===== src/rtl/uart_rx_buffer.sv =====
// Receive-side buffer: drains bytes from the CPLD UART into a first-word fall-through FIFO.
// Build option: define UART_RX_DROP_ON_FULL_EN to read and discard bytes when full (default: back-pressure).
module uart_rx_buffer #(
    parameter int DEPTH_LOG2    = 4,
    parameter int RD_LOW_CYCLES = 2,
    parameter int SYNC_STAGES   = 2
) (
    input  logic                  clk,
    input  logic                  rst,
    input  logic                  data_ready,
    input  logic [7:0]            ram1_data_in,
    output logic                  rdn,
    output logic                  bus_req,
    input  logic                  bus_gnt,
    input  logic                  pop,
    output logic [7:0]            rd_data,
    output logic                  rx_avail,
    output logic [DEPTH_LOG2:0]   count,
    output logic                  overflow,
    input  logic                  clr_overflow
);

    typedef enum logic [2:0] {IDLE, REQ, STROBE, CAPTURE, WAIT_LO} state_t;

    localparam int         DEPTH    = 1 << DEPTH_LOG2;
    localparam logic [3:0] CNT_LAST = 4'(RD_LOW_CYCLES - 1);

    state_t                state;
    state_t                state_next;
    logic [SYNC_STAGES-1:0] sync;
    logic                  dr_s;
    logic [3:0]            cnt;
    logic [7:0]            mem [DEPTH];
    logic [DEPTH_LOG2:0]   wptr;
    logic [DEPTH_LOG2:0]   rptr;
    logic                  empty;
    logic                  full;
    logic                  pop_ok;
    logic                  push;
    logic                  drop;
    logic                  lost;
    logic                  can_start;

    always_ff @(posedge clk or negedge rst) begin
        if (!rst) sync <= '0;
        else      sync <= {sync[SYNC_STAGES-2:0], data_ready};
    end

    assign dr_s = sync[SYNC_STAGES-1];

    assign empty  = (wptr == rptr);
    assign full   = (wptr[DEPTH_LOG2] != rptr[DEPTH_LOG2]) &&
                    (wptr[DEPTH_LOG2-1:0] == rptr[DEPTH_LOG2-1:0]);
    assign pop_ok = pop && !empty;
    // A same-cycle pop frees the slot, so a capture into a full FIFO still lands.
    assign push   = (state == CAPTURE) && (!full || pop_ok);
    assign drop   = (state == CAPTURE) && full && !pop_ok;

    always_ff @(posedge clk or negedge rst) begin
        if (!rst) begin
            wptr <= '0;
            rptr <= '0;
        end else begin
            if (push)   wptr <= wptr + 1'b1;
            if (pop_ok) rptr <= rptr + 1'b1;
        end
    end

    always_ff @(posedge clk) begin
        if (push) mem[wptr[DEPTH_LOG2-1:0]] <= ram1_data_in;
    end

    assign count    = wptr - rptr;
    assign rx_avail = !empty;
    assign rd_data  = empty ? 8'h00 : mem[rptr[DEPTH_LOG2-1:0]];

    always_ff @(posedge clk or negedge rst) begin
        if (!rst) begin
            state <= IDLE;
            cnt   <= '0;
        end else begin
            state <= state_next;
            if (state == STROBE) cnt <= cnt + 4'd1;
            else                 cnt <= '0;
        end
    end

    always_comb begin
        state_next = state;
        rdn        = 1'b1;
        bus_req    = 1'b0;
        case (state)
            IDLE:    if (dr_s && can_start) state_next = REQ;
            REQ: begin
                bus_req = 1'b1;
                if (bus_gnt) state_next = STROBE;
            end
            STROBE: begin
                bus_req = 1'b1;
                rdn     = 1'b0;
                if (cnt == CNT_LAST) state_next = CAPTURE;
            end
            CAPTURE: begin
                bus_req    = 1'b1;
                state_next = WAIT_LO;
            end
            WAIT_LO: if (!dr_s) state_next = IDLE;
            default: state_next = IDLE;
        endcase
    end

`ifdef UART_RX_DROP_ON_FULL_EN
    assign can_start = 1'b1;
    assign lost      = drop;
`else
    logic dr_s_d;
    logic pending;

    // While blocked on a full FIFO, a second dataReady rise means the CPLD overwrote its byte.
    always_ff @(posedge clk or negedge rst) begin
        if (!rst) begin
            dr_s_d  <= 1'b0;
            pending <= 1'b0;
        end else begin
            dr_s_d <= dr_s;
            if (state != IDLE)     pending <= 1'b0;
            else if (full && dr_s) pending <= 1'b1;
        end
    end

    assign can_start = !full;
    assign lost      = drop || ((state == IDLE) && full && pending && dr_s && !dr_s_d);
`endif

    always_ff @(posedge clk or negedge rst) begin
        if (!rst)              overflow <= 1'b0;
        else if (lost)         overflow <= 1'b1;
        else if (clr_overflow) overflow <= 1'b0;
    end

endmodule


===== config.mk =====
export PLATFORM = sky130hd
export DESIGN_NAME = uart_rx_buffer
export DESIGN_NICKNAME = d
export VERILOG_FILES = /design/src/rtl/uart_rx_buffer.sv
export SDC_FILE = /design/constraint.sdc
export NUM_CORES = 1
export LEC_CHECK = 0
export CORE_MARGIN = 4
export CORE_UTILIZATION = 40
export CTS_CLUSTER_DIAMETER = 120
export DETAILED_ROUTE_END_ITERATION = 12
export HOLD_SLACK_MARGIN = 0.02
export PLACE_DENSITY = 0.56
export REMOVE_ABC_BUFFERS = 1
export SETUP_SLACK_MARGIN = 0.15
export SYNTH_ARGS = -nofsm -noshare
export SYNTH_HDL_FRONTEND = slang
export SYNTH_SLANG_ARGS = --single-unit

===== constraint.sdc =====
create_clock -name clk -period 3.98 [get_ports clk]
set_input_delay 0.597 -clock clk [delete_from_list [all_inputs] [get_ports clk]]
set_output_delay 0.597 -clock clk [all_outputs]
set_load 0.02 [all_outputs]

==> impl_metrics.py, run 1 <==
metrics = {
    "clock_tree": {
        "ctsRootBufferMaster": "clkbuf_16",
        "clock_path_buffers": 2,
        "cts.sink_count": 150,
        "cts_resized": 0,
        "clk_pin_slew_ns": 0.06,
        "cts_buffers": 17,
        "clkLatencyLatePin_ns": 0.42,
        "tritoncts": "done",
        "postCtsHoldBufs": 0,
        "cts_setup_buffers": 0,
        "h-tree-depth": 4,
    },
    "global_route": {
        "grt_pass1_vias": 3245,
        "grt_use_total": 0.147,
        "overflow": 0,
        "grt_pass1_wl_mm": 18.9,
        "grt_max_degree": 37,
        "antenna_found_initial": 0,
    },
    "routing": {
        "ant_nets": 0,
        "drt-total-wl_mm": 12.0,
        "via_per_inst": 5.17,
        "via_count": 3118,
        "drc": 0,
        "drt-pass1-iter-count": 4,
        "wire_per_inst_um": 19.9,
        "dr.first_iter.drc_count": 168,
    },
    "logic_synthesis": {
        "synthTopCellsByArea": "edfxtp_1 (62%), dfrtp_1 (8.8%), mux4_2 (8.3%), mux4_1 (2.5%), mux2i_1 (2.2%)",
        "yosys.area.top_type_share": 0.616,
        "synth_cell_types": 45,
        "ys.flop_type": "edfxtp_1",
        "netlist_instances": 342,
        "synth_top_area_cell": "edfxtp_1",
        "async_flop_share": 0.147,
        "synth_edf_count": 128,
        "yosysSeqAreaShare": 0.705,
        "syn_avg_cell_area_um2": 18.2,
        "synth.ff_latch_count": 150,
        "synth_area_mm2": 0.00623,
        "yosys_warnings": 0,
    },
    "status": {
        "status": "complete, no violations",
    },
    "timing": {
        "rsz0062_at_grt": "no",
        "worst_pin_slew_ns": 1.04,
        "maxSlewHeadroom": 0.306,
        "fin_crit_sh": 0.897,
        "period_needed_ns": 3.57,
        "setup_slack_ns": 0.411,
        "setup_viol": 0,
        "finalMaxSlewViolations": 0,
        "max_freq_ghz": 0.280,
        "final_hold_viol_count": 0,
        "fin_tns_setup_ns": 0,
        "fin_worst_skew_ns": 0.0116,
    },
    "finish": {
        "fin_cells": 603,
        "antenna_cells": 0,
        "seq_area_mm2": 0.00440,
        "nFillCells": 1295,
        "multiInputGateArea_mm2": 0.00170,
        "drive_above_1_share": 0.173,
        "nets": 406,
        "syn_to_final_growth_pct": 17.3,
    },
    "power_and_ir_drop": {
        "powerDensity_mw_per_mm2": 768,
        "ir_drop_uv": 342,
        "p_leak_nw": 2.55,
    },
    "placement": {
        "gp_congestion": 0.778,
        "hpwlAfterDp_mm": 7.60,
        "port_buffers": 30,
        "dp_cells": 572,
        "pre_cts_slack_ns": 0.781,
    },
    "floorplan": {
        "die_width_um": 133,
        "rows": 45,
        "die_y_um": 133,
        "core_mm2": 0.0153,
        "start_util": 0.409,
        "io_pins": 31,
        "die_area_mm2": 0.0176,
    },
    "critical_path": {
        "worst_setup_path_start_kind": "flip-flop",
        "path_class": "reg2out",
        "crit_buf_inv": 2,
        "path_common_cell": "nand2_1",
        "crit_family": "buffers and inverters",
        "critPathMaxStageDelay_ns": 0.64,
        "worstPathRequired_ns": 3.38,
        "crit_path_top_delay_cell": "clkdlybuf4s50_1",
        "crit_chain": "inv_2, ha_1, and4_1, nand2_1, nand2_1, o22ai_1, clkdlybuf4s50_1",
        "arrival_ns": 2.97,
        "worst-path-max-fanout": 14,
        "cp-end-kind": "output pin",
    },
    "run": {
        "max_cap_violations": 0,
    },
    "min_path": {
        "worstHoldPathType": "reg2reg",
    },
}
registers in the layout, indices dropped and copies added (netlist names):
| name | count |
|---|---|
| cnt | 4 |
| dr_s_d | 1 |
| mem | 128 |
| overflow | 1 |
| pending | 1 |
| rptr | 5 |
| state | 3 |
| sync | 2 |
| wptr | 5 |
synthesized netlist by cell type, drive strengths merged, types with 3 or more instances:
cell and instances:
a21oi 10, and2 11, and3 7, buf 11, clkbuf 4, dfrtp 22
edfxtp 128, ha 11, inv 12, mux2 9, mux2i 14, mux4 29
nand2 9, nand3 8, nand4 3, nor2 8, o21ai 8, xnor2 12
xor2 3
layout make-up:
class                      count  area share
tap                          211      0.0361
sequential                   150       0.601
timing repair buffer          34      0.0452
clock inverter                13      0.0210
multi-input combinational    165       0.232
inverter                      12     0.00616
clock buffer                  18      0.0587
stage by stage:
stage	cell area [um2]	hold WS (ns)	utilization	power (mW)
after CTS	7310	0.351	0.479	5.70
after floorplan	6130	0.301	-	3.28
after detailed placement	6730	0.337	0.441	4.10
after global placement	6730	0.332	0.441	4.10
after global routing	7310	0.366	0.479	5.91
final	7310	0.348	0.479	5.62
kinds of logic (layout without fill, tap and decap cells):
| group | after synthesis | in the layout | share of synthesized area |
|---|---|---|---|
| and+or+nand+nor | 57 | 57 | 0.0502 |
| xor gates and xnor gates | 15 | 15 | 0.0211 |
| adders and majority gates | 12 | 12 | 0.0253 |
| DFF | 150 | 150 | 0.705 |
| muxes | 52 | 52 | 0.147 |
| buffers and inverters | 27 | 77 | 0.0233 |
| AOI/OAI and AO/OA | 29 | 29 | 0.0283 |
cells in the final DEF, fill, tap and decap left out, types with 3 or more instances in the layout:
cell type and instances:
mux4_1 6, mux4_2 23, clkbuf_16 17, bufinv_16 3, a21oi_1 10, xor2_1 3
and2_1 11, nand2_1 9, nand3_1 8, o21ai_1 7, mux2_2 9, ha_1 11
dfrtp_1 20, buf_4 4, xnor2_1 12, inv_6 3, mux2i_1 14, nor2_1 8
edfxtp_1 128, and3_1 7, nand4_1 3, clkdlybuf4s50_1 30, inv_1 11, clkinv_2 3
metal layers:
layer	vias up	wire length, um	global-route usage
met5	-	0	0
met4	0	165	0.0554
met3	12	542	0.0369
met2	69	5520	0.227
met1	1614	5800	0.201
li1	1423	-	-
report_power, final:
group          total (mW)  internal, mW  switching, mW
Combinational        2.11         0.997           1.11
Sequential           1.92          1.82          0.101
Clock                1.59         0.979          0.607
Total                5.62          3.80           1.82
final timing paths:
path / startpoint / endpoint / slack (ns) / cells past startpoint
worst max-delay path: rptr[2] / rd_data[6] / 0.41 / 7
min in group asynchronous: rst / overflow / 0.75 / 1
max in group asynchronous: rst / rptr[1] / 2.53 / 1
worst min register to register: sync[0] / sync[1] / 0.35 / 0
worst max register to register: rptr[2] / mem[6][7] / 1.48 / 6
worst min-delay path: sync[0] / sync[1] / 0.35 / 0
Power figures use the tool's default switching activity.
==> inputs of run 2 (changes only) <==
- CAP_MARGIN: default -> 20
==> impl_metrics.py, run 2 (synthesis gave the netlist of run 1 again) <==
metrics = {
    "critical_path": {
        "crit_chain": "inv_2, ha_1, and4_1, nand2_1, o21ai_1, a21oi_1, clkdlybuf4s50_1",
        "crit_buf_inv": 2,
        "crit_family": "buffers and inverters",
        "cp-end-kind": "output pin",
        "worst_setup_path_start_kind": "flip-flop",
        "arrival_ns": 3.00,
        "worst-path-max-fanout": 14,
        "worstPathRequired_ns": 3.38,
        "crit_path_top_delay_cell": "clkdlybuf4s50_1",
        "critPathMaxStageDelay_ns": 0.63,
        "path_class": "reg2out",
    },
    "floorplan": {
        "start_util": 0.409,
        "die_width_um": 133,
        "die_area_mm2": 0.0176,
        "io_pins": 31,
        "core_mm2": 0.0153,
        "rows": 45,
        "die_y_um": 133,
    },
    "power_and_ir_drop": {
        "p_sw_frac": 0.324,
        "pwr-share-seq": 0.342,
        "switching_power_mw": 1.82,
        "p_clk_frac": 0.282,
        "powerDensity_mw_per_mm2": 767,
        "p_comb_frac": 0.376,
        "p_leak_nw": 2.56,
        "ir_drop_uv": 345,
        "p_int_mw": 3.80,
    },
    "timing": {
        "fin_worst_skew_ns": 0.00789,
        "max_freq_ghz": 0.278,
        "fin_crit_sh": 0.904,
        "worst_pin_slew_ns": 0.618,
        "finalMaxSlewViolations": 0,
        "final_hold_viol_count": 0,
        "fin_tns_setup_ns": 0,
        "period_needed_ns": 3.60,
        "worst_hold_slack_ns": 0.348,
        "maxSlewHeadroom": 0.588,
        "setup_viol": 0,
        "rsz0062_at_grt": "no",
    },
    "status": {
        "status": "complete, no violations",
    },
    "global_route": {
        "grt_max_degree": 37,
        "antenna_found_initial": 0,
        "grt_pass1_wl_mm": 18.9,
        "grt_pass1_vias": 3245,
        "grt_use_total": 0.147,
        "overflow": 0,
    },
    "finish": {
        "final_cell_mix": "edfxtp_1 (128), clkdlybuf4s50_1 (30), mux4_2 (23), dfrtp_1 (20), clkbuf_16 (17)",
        "seq_area_mm2": 0.00440,
        "largest_register_ffs": 128,
        "nFillCells": 1291,
        "nets": 407,
        "drive_above_1_share": 0.176,
        "syn_to_final_growth_pct": 17.6,
        "multiInputGateArea_mm2": 0.00170,
        "antenna_cells": 0,
        "final_common_cell": "edfxtp_1",
    },
    "routing": {
        "wire_per_inst_um": 20.0,
        "drt-pass1-iter-count": 4,
        "met3_length_um": 343,
        "via_count": 3123,
        "ant_nets": 0,
        "wl_met1_mm": 5.95,
        "drt-total-wl_mm": 12.1,
        "drc": 0,
        "dr.first_iter.drc_count": 136,
        "route.met2.wl_mm": 5.56,
        "routed.top_layer": "met4",
        "via_per_inst": 5.17,
    },
    "clock_tree": {
        "clkLatencyLatePin_ns": 0.42,
        "h-tree-depth": 4,
        "cts.sink_count": 150,
        "postCtsHoldBufs": 0,
        "clk_pin_slew_ns": 0.06,
        "cts_buffers": 17,
        "cts_setup_buffers": 0,
        "clock_path_buffers": 2,
        "cts_resized": 0,
        "ctsRootBufferMaster": "clkbuf_16",
        "tritoncts": "done",
    },
    "placement": {
        "hpwlAfterDp_mm": 7.60,
        "port_buffers": 30,
        "gp_congestion": 0.778,
    },
    "min_path": {
        "worstHoldPathType": "reg2reg",
    },
    "run": {
        "max_cap_violations": 0,
    },
}
## run 2: power groups by stage
stage | clock network (mW) | logic, mW | registers, mW
2_1_floorplan | 0 | 1.20 | 2.08
3_3_place_gp | 0 | 2.15 | 1.95
3_5_place_dp | 0 | 2.15 | 1.95
4_1_cts | 1.62 | 2.16 | 1.92
5_1_grt | 1.69 | 2.29 | 1.94
6_report | 1.58 | 2.12 | 1.92
## run 2: cell type report
class / instances / area share
clock buffer: 18 / 0.0586
clock inverter: 13 / 0.0210
inverter: 12 / 0.00615
multi-input combinational: 165 / 0.231
sequential: 150 / 0.600
tap: 211 / 0.0360
timing repair buffer: 35 / 0.0471
## run 2: through the flow
step	instances	area [um2]	setup slack, ns	power (mW)	util
after global routing	604	7330	0.192	5.91	0.480
after floorplan	327	6130	0.610	3.28	-
after detailed placement	572	6730	0.781	4.10	0.441
final	604	7330	0.381	5.62	0.480
after CTS	603	7310	0.315	5.70	0.479
after global placement	572	6730	0.799	4.10	0.441
## run 2: worst register-to-register path: cells and delay by family, from the launching register on
family          cells  cell delay, ns
compound gates      1            0.14
flops               1            0.39
simple gates        3            1.01
buf+inv             1            0.25
fa+ha+maj           1            0.35
## run 2: worst paths after layout
path	from	to	slack (ns)	cells after the start
max in group asynchronous	rst	rptr[1]	2.92	2
worst min register to register	sync[0]	sync[1]	0.35	0
worst min-delay path	sync[0]	sync[1]	0.35	0
worst max-delay path	rptr[2]	rd_data[4]	0.38	7
min in group asynchronous	rst	overflow	0.55	1
worst max register to register	rptr[2]	mem[6][6]	1.48	6
## run 2: routing by layer
metal  vias up  track usage
met2        56        0.227
li1       1424            -
met3        14       0.0369
met4         0       0.0554
met1      1629        0.201
met5         -            0
